==> src/rtl/mac_vector_sequencer.sv <==
// Operand FIFO and vector sequencer in front of an external Q1.7 MAC: clears the
// accumulator per vector, streams one pair per cycle, and captures one result per vector.
module mac_vector_sequencer #(
  parameter int DEPTH   = 4,
  parameter int LEN_W   = 4,
  parameter int MAC_LAT = 1
) (
  input  logic             CLK,
  input  logic             RESET,
  input  logic             start,
  input  logic [LEN_W-1:0] vec_len,
  input  logic             in_valid,
  output logic             in_ready,
  input  logic [7:0]       in_a,
  input  logic [7:0]       in_b,
  output logic [7:0]       mac_a,
  output logic [7:0]       mac_b,
  output logic             mac_clr,
  input  logic [7:0]       mac_o,
  output logic             res_valid,
  output logic [7:0]       res_data,
  input  logic             res_ready,
  output logic             busy
);

  localparam int AW = $clog2(DEPTH);
  localparam int DW = (MAC_LAT > 1) ? $clog2(MAC_LAT) : 1;

  typedef enum logic [2:0] {IDLE, CLEAR, RUN, DRAIN, DONE} state_t;

  state_t           state;
  state_t           next_state;
  logic [7:0]       fifo_a [DEPTH];
  logic [7:0]       fifo_b [DEPTH];
  logic [AW:0]      wr_ptr;
  logic [AW:0]      rd_ptr;
  logic             full;
  logic             empty;
  logic             push;
  logic             pop;
  logic [LEN_W-1:0] remaining;
  logic [DW-1:0]    drain_cnt;
  logic             clr_q;

  // Occupancy is judged before any same-cycle pop, so a full FIFO never takes a push.
  assign empty    = (wr_ptr == rd_ptr);
  assign full     = (wr_ptr[AW] != rd_ptr[AW]) && (wr_ptr[AW-1:0] == rd_ptr[AW-1:0]);
  assign in_ready = !full && !RESET;
  assign push     = in_valid && in_ready;
  assign mac_clr  = clr_q || RESET;

  always_ff @(posedge CLK) begin
    if (push) begin
      fifo_a[wr_ptr[AW-1:0]] <= in_a;
      fifo_b[wr_ptr[AW-1:0]] <= in_b;
    end
  end

  always_ff @(posedge CLK) begin
    if (RESET) begin
      wr_ptr <= '0;
      rd_ptr <= '0;
    end else begin
      if (push) wr_ptr <= wr_ptr + 1'b1;
      if (pop)  rd_ptr <= rd_ptr + 1'b1;
    end
  end

  always_ff @(posedge CLK) begin
    if (RESET) state <= IDLE;
    else       state <= next_state;
  end

  // Pops are decided here so the popped pair lands on mac_a/mac_b in the next cycle.
  always_comb begin
    next_state = state;
    pop        = 1'b0;
    case (state)
      IDLE:  if (start) next_state = CLEAR;
      CLEAR: begin
        next_state = (remaining == '0) ? DRAIN : RUN;
        pop        = (remaining != '0) && !empty;
      end
      RUN: begin
        if (remaining == '0) next_state = DRAIN;
        else                 pop        = !empty;
      end
      DRAIN: if (drain_cnt == '0) next_state = DONE;
      DONE:  if (res_ready) next_state = IDLE;
      default: next_state = IDLE;
    endcase
  end

  always_comb begin
    busy      = (state != IDLE);
    res_valid = (state == DONE);
  end

  always_ff @(posedge CLK) begin
    if (RESET) begin
      mac_a     <= '0;
      mac_b     <= '0;
      clr_q     <= 1'b0;
      remaining <= '0;
      drain_cnt <= '0;
      res_data  <= '0;
    end else begin
      mac_a <= pop ? fifo_a[rd_ptr[AW-1:0]] : 8'h00;
      mac_b <= pop ? fifo_b[rd_ptr[AW-1:0]] : 8'h00;
      clr_q <= (next_state == CLEAR);
      if (state == IDLE && start) remaining <= vec_len;
      else if (pop)               remaining <= remaining - 1'b1;
      if (next_state == DRAIN && state != DRAIN)     drain_cnt <= DW'(MAC_LAT - 1);
      else if (state == DRAIN && drain_cnt != '0)    drain_cnt <= drain_cnt - 1'b1;
      if (state == DRAIN && drain_cnt == '0) res_data <= mac_o;
    end
  end

endmodule

==> config.mk <==
export PLATFORM = sky130hd
export DESIGN_NAME = mac_vector_sequencer
export DESIGN_NICKNAME = d
export VERILOG_FILES = /design/src/rtl/mac_vector_sequencer.sv
export SDC_FILE = /design/constraint.sdc
export NUM_CORES = 1
export LEC_CHECK = 0
export ABC_AREA = 1
export BUFFER_PORTS_ARGS = -buffer_cell sky130_fd_sc_hd__buf_2
export CORE_AREA = 2 2 90 100
export CTS_BUF_LIST = sky130_fd_sc_hd__clkbuf_8
export CTS_CLUSTER_SIZE = 40
export DETAILED_ROUTE_END_ITERATION = 16
export DIE_AREA = 0 0 92 102
export PLACE_DENSITY = 0.67
export SYNTH_ARGS = -nofsm -noshare
export SYNTH_HDL_FRONTEND = slang
export SYNTH_SLANG_ARGS = --single-unit
==> constraint.sdc <==
create_clock -name CLK -period 3.7 [get_ports CLK]
set_input_delay 0.74 -clock CLK [delete_from_list [all_inputs] [get_ports CLK]]
set_output_delay 0.74 -clock CLK [all_outputs]
set_load 0.01 [all_outputs]
# [Word-level counts from Yosys, hierarchy flattened]
# Memory sizes are Yosys's and may differ from the RTL's. A register that Yosys moved wholly into a read port is not among the register bits.
# Cells that the tools add are included.
[word_totals] register_bits=23 ram_bits=64 in_bits=33 output_inout_bits=28 mem_count=2
[memory_table] memory="fifo_a" depth=4 word_bits=8 read_ports=1 rd_ports_with_merged_regs=1 wr=1 line="33" rtl="logic [7:0] fifo_a [DEPTH];"
[memory_table] memory="fifo_b" depth=4 word_bits=8 read_ports=1 rd_ports_with_merged_regs=1 wr=1 line="34" rtl="logic [7:0] fifo_b [DEPTH];"
[classes] add_sub_neg=4 n_eq_ne=10 muxes=12 bitwise=2 reduce_logical=19
[op_table] operator="$pmux W3 S5" count=1
[op_table] operator="$mux W3" count=4
[op_table] operator="$eq A3 B2 Y1 const B" count=3
[op_table] operator="$logic_and A1 B1 Y1" count=8
[op_table] operator="$mux W4" count=2
[op_table] operator="$add A3 B1 Y3 const B" count=2
[op_table] operator="$eq A3 B1 Y1 const B" count=2
[op_table] operator="$logic_not A4 Y1" count=1
[op_table] operator="$mux W1" count=4
[op_table] operator="$reduce_bool A4 Y1" count=1
[op_table] operator="$reduce_or A2 Y1" count=2
[op_table] operator="$sub A4 B1 Y4 const B" count=1
[op_table] operator="$eq A3 B3 Y1" count=1
[op_table] operator="$eq A3 B3 Y1 const B" count=1
[op_table] operator="$logic_not A1 Y1" count=3
[op_table] operator="$logic_not A3 Y1" count=1
[op_table] operator="$ne A3 B2 Y1 const B" count=1
[op_table] operator="$reduce_bool A3 Y1" count=1
[op_table] operator="$eq A2 B2 Y1" count=1
[op_table] operator="$not A1 Y1" count=2
[op_table] operator="$pmux W1 S2" count=1
[op_table] operator="$reduce_bool A2 Y1" count=1
[op_table] operator="$logic_or A1 B1 Y1" count=1
[op_table] operator="$ne A1 B1 Y1" count=1
[op_table] operator="$sub A1 B1 Y1 const B" count=1

# [Longest topological paths before layout]
[logic_depth] depth_word=7 mapped_depth=11

# [Worst setup path after synthesis]
# No wires, ideal clock.
[synth_timing] path_kind="input-to-reg" from="in RESET" to="mem fifo_a[0][0] (enable)" setup_time_ns=0.389 t_arrival_ns=1.960 required_ns=3.311 slack_ns=1.352 stages=5 cell_sequence="buf_2 inv_1 buf_4 nand3_2 nor2_1"
[synth_via] elab_chain_len=5
[synth_lines] item="start: declaration" line="9" rtl="input logic RESET,"
[synth_lines] item="$logic_not A1 Y1" line="48" rtl="assign in_ready = !full && !RESET;"
[synth_lines] item="$logic_and A1 B1 Y1" line="48"
[synth_lines] item="$logic_and A1 B1 Y1" line="49" rtl="assign push = in_valid && in_ready;"
[synth_lines] item="$mux W1" line="53" rtl="if (push) begin"
[synth_lines] item="$mux W1 (not written as such)" line="54" rtl="fifo_a[wr_ptr[AW-1:0]] <= in_a;"
[synth_lines] item="end: declaration" line="33"
# Every way passes these cells.

# [Worst setup path after layout]
[layout_timing] from="reg rd_ptr[0]" to="out in_ready"
[layout_via] elab_chain_len=4
[layout_lines] item="start: declaration" line="36" rtl="logic [AW:0] rd_ptr;"
[layout_lines] item="start signal: assignment" line="65" rtl="if (pop) rd_ptr <= rd_ptr + 1'b1;"
[layout_lines] item="$eq A2 B2 Y1" line="47" rtl="assign full = (wr_ptr[AW] != rd_ptr[AW]) && (wr_ptr[AW-1:0] == rd_ptr[AW-1:0]);"
[layout_lines] item="$logic_and A1 B1 Y1" line="47"
[layout_lines] item="$logic_not A1 Y1" line="48"
[layout_lines] item="$logic_and A1 B1 Y1" line="48"
[layout_lines] item="end: declaration" line="13" rtl="output logic in_ready,"
# Every way passes these cells.

==> impl_metrics.toml <==
[sta]
setup_viol = 0
tns_ns = 0
skew_ns = 0.0147
worst_pin_slew_ns = 0.623
slew_headroom_pct = 58.4
rsz0062_at_grt = "no"
period_share_pct = 73.3
period_minus_slack_ns = 2.71
fmax_mhz = 368
holdWs_ns = 0.497
slew_violations = 0
hold_violations = 0

[floorplanning]
ioPinCount = 61
core_area_mm2 = 0.00832
num_rows = 35
die_w_um = 92
fp.dieArea_mm2 = 0.00938
initial_core_util_pct = 49.2
die_y_um = 102

[cts]
htree_num_levels = 3
cts_tree = "done"
clk-insertion-delay-late_ns = 0.36
cts_hold_buf = 0
numClockSinks = 103
cts_buffers = 9
cts-resized-gates = 0
clockBufferDepth = 2
cts_setup_buffers = 0
root_buffer = "clkbuf_8"
clk_pin_slew_ns = 0.09

[final_layout]
diodes = 0
mostFrequentLayoutCell = "nor2_1"
finalNonFillerCells = 560
final_core_util_pct = 56.0
drive_gt1_share_pct = 25.2
final_cell_mix = "nor2_1 (100), edfxtp_1 (64), buf_2 (60), o21ai_0 (45), dfxtp_1 (39)"
fin_nets = 483
area_growth_pct = 14.0

[synthesis]
yosysSeqAreaShare_pct = 66.1
syn_area_mm2 = 0.00409
yosys_register_bits = 103
syn_area_per_cell_um2 = 10.7
yosys_warnings = 0
synth.distinct_cells = 29
synth_nets = 422
postSynthCellCount = 383

[global_routing]
grt_first_pass_wirelength_um = 12500
track_usage_pct = 17.3
grt_max_degree = 35
grt_pass1_vias = 2750
antenna_found_initial = 0
grt-ovfl-total = 0

[pwr]
p_seq_share_pct = 54.4
swShare_pct = 29.7
clockPowerShare_pct = 27.5
p_comb_share_pct = 18.1
p_switching_w = 0.000718
p_int_w = 0.00170
ir_drop_v = 0.000239
power.density_mw_per_mm2 = 518
p_leak_nw = 1.90

[drt]
wl_per_cell_um = 13.6
wl_um = 7620
drtPass1Iterations = 4
vias = 2799
drc = 0
postRouteAntennaNets = 0
initialDrtViolationCount = 134
vias_per_cell = 5.00

[outcome]
outcome = "complete, no violations"

[worst_setup_path]
cp-endpoint = "in_ready"
crit_start = "rd_ptr[0]$_SDFFE_PP0P_"
startpoint_type = "flip-flop"
critPathKind = "reg2out"
ff2ff_setup_slack_ns = 1.48
reg2reg_from = "rd_ptr[0]$_SDFFE_PP0P_"
reg2regPathDepth = 7
worstReg2RegEnd = "fifo_b[3][0]$_DFFE_PP_"
cp.arrival_ns = 1.97
crit_fanout = 34
end_kind = "output port"
crit_required_ns = 2.96

[placed_design]
portBuffers = 60
place_congestion = 0.733
post-dp-hpwl_um = 5120
placedCellCount = 544

[flow_run]
cap_violations = 0

[worst_hold_path]
hold_class = "reg2reg"
final cells by class:
class	count	area (µm²)
Fill cell	738	3660
Sequential cell	103	2700
Multi-Input combinational cell	234	1170
Timing Repair Buffer	66	345
Tap cell	111	139
Clock buffer	10	138
Inverter	30	120
Clock inverter	6	51.3
power groups by stage:
stage | clock network (W) | registers, W | logic, W
finish | 0.000666 | 0.00131 | 0.000437
global route | 0.000726 | 0.00132 | 0.000494
CTS | 0.000686 | 0.00131 | 0.000441
detailed placement | 0 | 0.00134 | 0.000439
global placement | 0 | 0.00134 | 0.000425
floorplan | 0 | 0.00134 | 0.000334
how the worst min path moves through the flow:
stage | start | end | slack, ns | depth (start not counted)
after floorplan | drain_cnt$_SDFFE_PP0P_ | state[1]$_SDFF_PP0_ | 0.46 | 2
after global placement | res_data[6]$_SDFFE_PP0P_ | res_data[6]$_SDFFE_PP0P_ | 0.46 | 2
after detailed placement | drain_cnt$_SDFFE_PP0P_ | state[1]$_SDFF_PP0_ | 0.47 | 2
after CTS | drain_cnt$_SDFFE_PP0P_ | state[1]$_SDFF_PP0_ | 0.50 | 2
after global routing | res_data[3]$_SDFFE_PP0P_ | res_data[3]$_SDFFE_PP0P_ | 0.51 | 2
final | res_data[7]$_SDFFE_PP0P_ | res_data[7]$_SDFFE_PP0P_ | 0.50 | 2
routing by layer:
metal	global-route usage, %	part of all wire, %	up-vias
met2	30.9	50	82
li1	-	-	1394
met5	0	0	-
met3	3.10	4.5	16
met1	19.9	43	1307
met4	9.41	2.3	0
flip-flops by register name, summed over array words and instances (netlist names), 3 cells and up:
register	flops
state	3
fifo_a	32
mac_a	8
wr_ptr	3
remaining	4
mac_b	8
res_data	8
rd_ptr	3
fifo_b	32
logic make-up after synthesis:
logic type	synth area share (%)
AND/OR/NAND/NOR	16.4
adder cells (fa/ha/maj)	1.83
flip-flops	66.1
buffers and inverters	5.41
AO/OA/AOI/OAI	9.91
XOR/XNOR	0.428
cell usage after synthesis (all sizes together):
master,n,share of area (%)
clkbuf,5,0.46
nand4,2,0.31
dfxtp,39,19
o21bai,1,0.18
edfxtp,64,47
nor3,1,0.24
buf,11,2.0
nand3,13,2.1
inv,30,2.9
nor4,1,0.15
xor2,2,0.43
a21oi,24,3.9
nand2,33,3.8
o21ai,48,5.9
or2,1,0.15
ha,6,1.8
nor2,102,9.6
critical path, stage by stage, from the launching register on:
cell and delay, ns:
dfxtp_1 0.73, inv_4 0.27, nand2_2 0.13, nand2_2 0.06, nand3_1 0.15, nand2_1 0.07, inv_1 0.09, buf_2 0.13
metrics by stage:
stage                     worst slack [ns]  total power [W]  cell area [µm²]
after CTS                            0.981          0.00244             4660
after global routing                 0.841          0.00254             4660
after global placement                1.31          0.00176             4470
after detailed placement              1.30          0.00178             4470
after floorplan                       1.35          0.00167             4090
final                                0.986          0.00242             4660
(Power assumes the default switching activity.)
